==> src/rtl/offchip_mem_pkg.sv <==
// Shared helpers for the off-chip memory model: address windowing, byte-mask
// generation and default latencies.
package offchip_mem_pkg;

    localparam int DEFAULT_READ_LAT  = 2;
    localparam int DEFAULT_WRITE_LAT = 1;

    function automatic logic addr_hit(input longint unsigned addr,
                                      input longint unsigned base,
                                      input longint unsigned words);
        return (addr >= base) && (addr < base + words);
    endfunction

    // Sizes at or beyond the data width select the whole word.
    function automatic logic [63:0] size_mask(input int unsigned size,
                                              input int unsigned data_w);
        if (size >= data_w) begin
            return '1;
        end
        return (64'd1 << size) - 64'd1;
    endfunction

endpackage

==> src/rtl/offchip_mem_port.sv <==
// One master port: wait counter, hit/latency decode, completion strobes and
// write mask for a single channel.
module offchip_mem_port
    import offchip_mem_pkg::*;
#(
    parameter int ADDR_W    = 7,
    parameter int DATA_W    = 8,
    parameter int SIZE_W    = 4,
    parameter int MEMSIZE   = 32,
    parameter int BASE_ADDR = 0,
    parameter int READ_LAT  = DEFAULT_READ_LAT,
    parameter int WRITE_LAT = DEFAULT_WRITE_LAT,
    parameter int IDX_W     = 5
) (
    input  logic              clock,
    input  logic              reset,
    input  logic              oe,
    input  logic              we,
    input  logic [ADDR_W-1:0] addr,
    input  logic [SIZE_W-1:0] size,
    output logic              rd_done,
    output logic              wr_done,
    output logic              conflict,
    output logic [IDX_W-1:0]  index,
    output logic [DATA_W-1:0] mask
);

    localparam int MAX_LAT = (READ_LAT > WRITE_LAT) ? READ_LAT : WRITE_LAT;
    localparam int CNT_W   = (MAX_LAT > 1) ? $clog2(MAX_LAT) : 1;

    logic [CNT_W-1:0] cnt_q, cnt_d;
    logic             hit, rd_req, wr_req, rd_last, wr_last;

    always_comb begin
        hit      = addr_hit(64'(addr), 64'(BASE_ADDR), 64'(MEMSIZE));
        conflict = oe & we;
        // A conflicting or out-of-window request behaves exactly like idle.
        rd_req   = oe & ~we & hit;
        wr_req   = we & ~oe & hit;
        rd_last  = rd_req && (cnt_q == CNT_W'(READ_LAT - 1));
        wr_last  = wr_req && (cnt_q == CNT_W'(WRITE_LAT - 1));
        // NOTE: completions are gated by the async reset so outputs drop the
        // moment reset asserts, not at the next clock edge.
        rd_done  = rd_last & reset;
        wr_done  = wr_last & reset;

        cnt_d = '0;
        if ((rd_req || wr_req) && !(rd_last || wr_last)) begin
            cnt_d = cnt_q + CNT_W'(1);
        end

        index = IDX_W'(32'(addr) - 32'(BASE_ADDR));
        mask  = DATA_W'(size_mask(32'(size), 32'(DATA_W)));
    end

    always_ff @(posedge clock or negedge reset) begin
        if (!reset) begin
            cnt_q <= '0;
        end else begin
            cnt_q <= cnt_d;
        end
    end

endmodule

==> config.mk <==
export PLATFORM = sky130hd
export DESIGN_NAME = offchip_mem_port
export DESIGN_NICKNAME = d
export VERILOG_FILES = /design/src/rtl/offchip_mem_pkg.sv /design/src/rtl/offchip_mem_port.sv
export SDC_FILE = /design/constraint.sdc
export NUM_CORES = 1
export LEC_CHECK = 0
export CAP_MARGIN = 10
export CORE_AREA = 3 3 40 42
export DETAILED_ROUTE_END_ITERATION = 10
export DIE_AREA = 0 0 43 45
export GPL_ROUTABILITY_DRIVEN = 0
export PLACE_DENSITY_LB_ADDON = 0.25
export SETUP_SLACK_MARGIN = 0.3
export SLEW_MARGIN = 20
export SYNTH_ARGS = -nofsm -noshare
export SYNTH_HDL_FRONTEND = slang
export SYNTH_SLANG_ARGS = --single-unit
==> constraint.sdc <==
create_clock -name clock -period 2.8 [get_ports clock]
set_clock_uncertainty 0.2 [all_clocks]
set_input_delay 0.28 -clock clock [delete_from_list [all_inputs] [get_ports clock]]
set_output_delay 0.28 -clock clock [all_outputs]
set_load 0.05 [all_outputs]
## Word level (Yosys, flattened, before mapping)

Index checks and enable logic that the tools add are counted.

| word-level totals | value |
|---|---|
| register bits after elaboration | 1 |
| word-level logic and storage cells | 26 |
| output and inout port bits | 16 |

| operators by class | value |
|---|---|
| muxes and demuxes | 4 |
| reduce and logical (&&, ||, !) cells | 6 |
| shift operators | 1 |
| $lt $le $gt $ge | 2 |
| bitwise logic cells | 10 |
| add/subtract/negate cells | 2 |

Operator list:

| operator | number |
|---|---|
| two-way mux 8 bit | 2 |
| << shifter 1 x 4 -> 8 bit, first input constant | 1 |
| subtractor 8 x 1 -> 8 bit, second input constant | 1 |
| AND 1 bit | 7 |
| < comparator 7 x 6 -> 1 bit, second input constant | 1 |
| greater-or-equal comparator 4 bit, second input constant | 1 |
| logical AND 1 bit | 3 |
| inverter 1 bit | 3 |
| logical OR 1 bit | 2 |
| two-way mux 1 bit | 2 |
| adder 1 bit, second input constant | 1 |
| zero test 1 bit | 1 |

## Depth between registers and ports, before layout

| depth | value |
|---|---|
| depth in word-level cells | 8 |
| mapped depth | 5 |
| mapped depth without buffers | 5 |

## Worst setup path after synthesis

No wires, ideal clock.

| timing | value |
|---|---|
| path kind | reg2out |
| start point | register cnt_q |
| end point | output port rd_done |
| setup slack | 0.432 ns |
| cell stages (with the launch flop) | 3 |
| data arrival time | 1.888 ns |
| required time | 2.320 ns |
| path through | dfrtp_1 > nand2_1 > nor4_1 |

| between the ends | value |
|---|---|
| word-level cells in the longest chain between the ends | 2 |

RTL lines:

| element | line | text |
|---|---|---|
| from (decl) | offchip_mem_port.sv:31 | `logic [CNT_W-1:0] cnt_q, cnt_d;` |
| from (signal assigned) | offchip_mem_port.sv:60 | `cnt_q <= cnt_d;` |
| logical AND 1 bit | offchip_mem_port.sv:40 | `rd_last = rd_req && (cnt_q == CNT_W'(READ_LAT - 1));` |
| AND 1 bit | offchip_mem_port.sv:44 | `rd_done = rd_last & reset;` |
| to (decl) | offchip_mem_port.sv:21 | `output logic rd_done,` |

Every way passes these cells.

## Worst setup path after layout

| timing | value |
|---|---|
| start point | input port reset |
| end point | output port rd_done |

| between the ends | value |
|---|---|
| word-level cells in the longest chain between the ends | 1 |

RTL lines:

| element | line | text |
|---|---|---|
| from (decl) | offchip_mem_port.sv:16 | `input logic reset,` |
| AND 1 bit | offchip_mem_port.sv:44 |  |

Every way passes these cells.

==> results.cfg <==
[drt]
drt_iter0_drc = 5
postRouteAntennaNets = 0
wl_um = 564
vias = 287
drc = 0
viasPerCell = 4.556
dr.pass1.iters = 4
wire_per_inst_um = 8.952

[timing]
finalCriticalPeriod_ns = 2.407
period_share = 0.8595
setup_ws_ns = 0.3933
max_freq_mhz = 415.5
hold_slack_ns = 0.2509
slew-limit-headroom = 0.6616
max_slew.worst_pin.slew_ns = 0.5060
finalSetupViolCount = 0
finalMaxSlewViolations = 0
hold_viol = 0
rsz0062_at_grt = false
tns_ns = 0

[critical_path]
rr_worst_depth = 1
critPathLaunchType = input pin
cp.arrival_ns = 1.93
cp_max_fo = 3
crit_end = rd_done
worst_ep_required_time_ns = 2.32
r2r_start = cnt_q
path_class = input pin to output pin
worstSetupStartpoint = reset
setup.worst_path.end_class = output pin
rrSetupSlack_ns = 1.88
r2r-end = cnt_q

[synth]
synth_area_per_cell_um2 = 6.992
async_flop_share = 1.000
ys_ff_latch = 1
synth_nets = 50
yosysTopAreaCellShare = 0.1579
synth_top_area_cell = buf_4
synth_top_cells_by_area = buf_4 16%, dfrtp_1 11%, nand2_1 9.5%
netlist_area_um2 = 237.7
yosys_warnings = 0
synth.most_common_cell = nand2_1
ys_types = 20
yosysSeqAreaShare = 0.1053
synthFlopType = dfrtp_1
synth-edff-count = 0
postSynthCellCount = 34
synthTopCellsByCount = 6 x nand2_1, 5 x buf_4, 3 x nand2b_1, 3 x nor4_1, 2 x nand4_1

[floorplanning]
std_cell_rows = 13
start_util = 0.1850
die-area_mm2 = 0.001935
core_mm2 = 0.001285
die_w_um = 43
io_pins = 31
die_h_um = 45

[clocking]
path_clk_slew_ns = 0
clock_latency_ns = 0
cts_setup_buffers = 0
ctsHoldBuffers = 0

[power_and_ir_drop]
ir_worst_vdd_v = 0.00009543
powerDensity_mw_per_mm2 = 203.7
p_leak_nw = 0.1843

[placement]
portBuffers = 20
place_ws_ns = 0.2811

[global_route]
antenna_found_initial = 0
gr-total-overflow = 0
grt_start_max_net_pins = 9
grt_pass1_vias = 214
grt.total_usage = 0.04983
grt_pass1_wl_um = 786

[cells_and_area]
fillers = 144
largest_register_ffs = 1
largest_register = cnt_q
drive_gt1_frac = 0.1250
area_growth_pct = 91.58
antenna_cells = 0
top_regs = cnt_q: 1 flops
register_area_um2 = 25.02
final_nets = 66
multi_input_area_um2 = 172.7
fin_util = 0.3544

[job]
drv_cap = 0

[min_path]
hold_class = flip-flop to flip-flop

[outcome]
status = finished, final reports clean
-- worst min path at each step --
stage,to,startpoint,cells past startpoint
2_1_floorplan,cnt_q,reset,0
3_3_place_gp,cnt_q,cnt_q,1
3_5_place_dp,cnt_q,cnt_q,1
4_1_cts,cnt_q,cnt_q,1
5_1_grt,cnt_q,reset,1
6_report,cnt_q,cnt_q,1
-- layer usage --
layer,global-route usage,wire (um)
met5,0,0
met3,0.01992,103
met4,0,0
met1,0.05263,210
met2,0.09880,249
-- layout by cell type, fill, tap and decap left out --
cell / synthesis / routed
nor2_1: 1 / 1
and2_1: 1 / 1
nor4_1: 3 / 3
or2_2: 1 / 1
nor3_2: 0 / 1
nand3b_1: 1 / 1
nor3b_2: 1 / 1
buf_12: 0 / 3
mux2i_1: 1 / 1
inv_1: 1 / 1
dfrtp_1: 1 / 1
o21ai_0: 1 / 1
or3b_1: 1 / 1
nand2b_1: 3 / 3
nand4bb_1: 1 / 1
nor2b_1: 1 / 1
nand2_1: 6 / 6
ha_1: 1 / 1
nand4_1: 2 / 2
dlymetal6s2s_1: 0 / 2
clkdlybuf4s50_1: 0 / 15
-- through the flow --
stage	instance area, um^2	std cells	power [mW]
final	455.4	63	0.09278
after detailed placement	445.4	63	0.09310
after global placement	445.4	63	0.09311
after global routing	455.4	63	0.09686
after CTS	450.4	63	0.09380
after floorplan	237.7	34	0.07331
-- final cells by class --
| type | count | share of cell area |
|---|---|---|
| Timing Repair Buffer | 20 | 0.5165 |
| Tap cell | 15 | 0.04121 |
| Inverter | 1 | 0.008242 |
| Multi-Input combinational cell | 26 | 0.3791 |
| Sequential cell | 1 | 0.05495 |
-- critical path, cell delays in order --
cell and delay (ns):
clkdlybuf4s50_1 0.50, nand2_1 0.06, nor4_1 0.23, clkdlybuf4s50_1 0.85
-- logic make-up (layout without fill, tap and decap cells) --
kind of cell | Yosys count | in the layout | synth area share
and+or+nand+nor | 23 | 23 | 0.5895
buffers and inverters | 7 | 21 | 0.1895
adders and majority gates | 1 | 1 | 0.05262
AOI/OAI and AO/OA | 1 | 1 | 0.02103
muxes | 1 | 1 | 0.04211
DFF | 1 | 1 | 0.1052
-- repair_timing --
item | in CTS | in global routing
pin swaps | 0 | 1
gates resized for setup | 1 | 2
endpoints found under the setup margin | 1 | 1
-- power by group --
group / internal (mW) / total [mW] / switching, mW
registers: 0.0151 / 0.0153 / 0.000256
clock network: 0 / 0 / 0
logic: 0.0347 / 0.0774 / 0.0427
No activity file was read; power rests on OpenSTA's default activity.
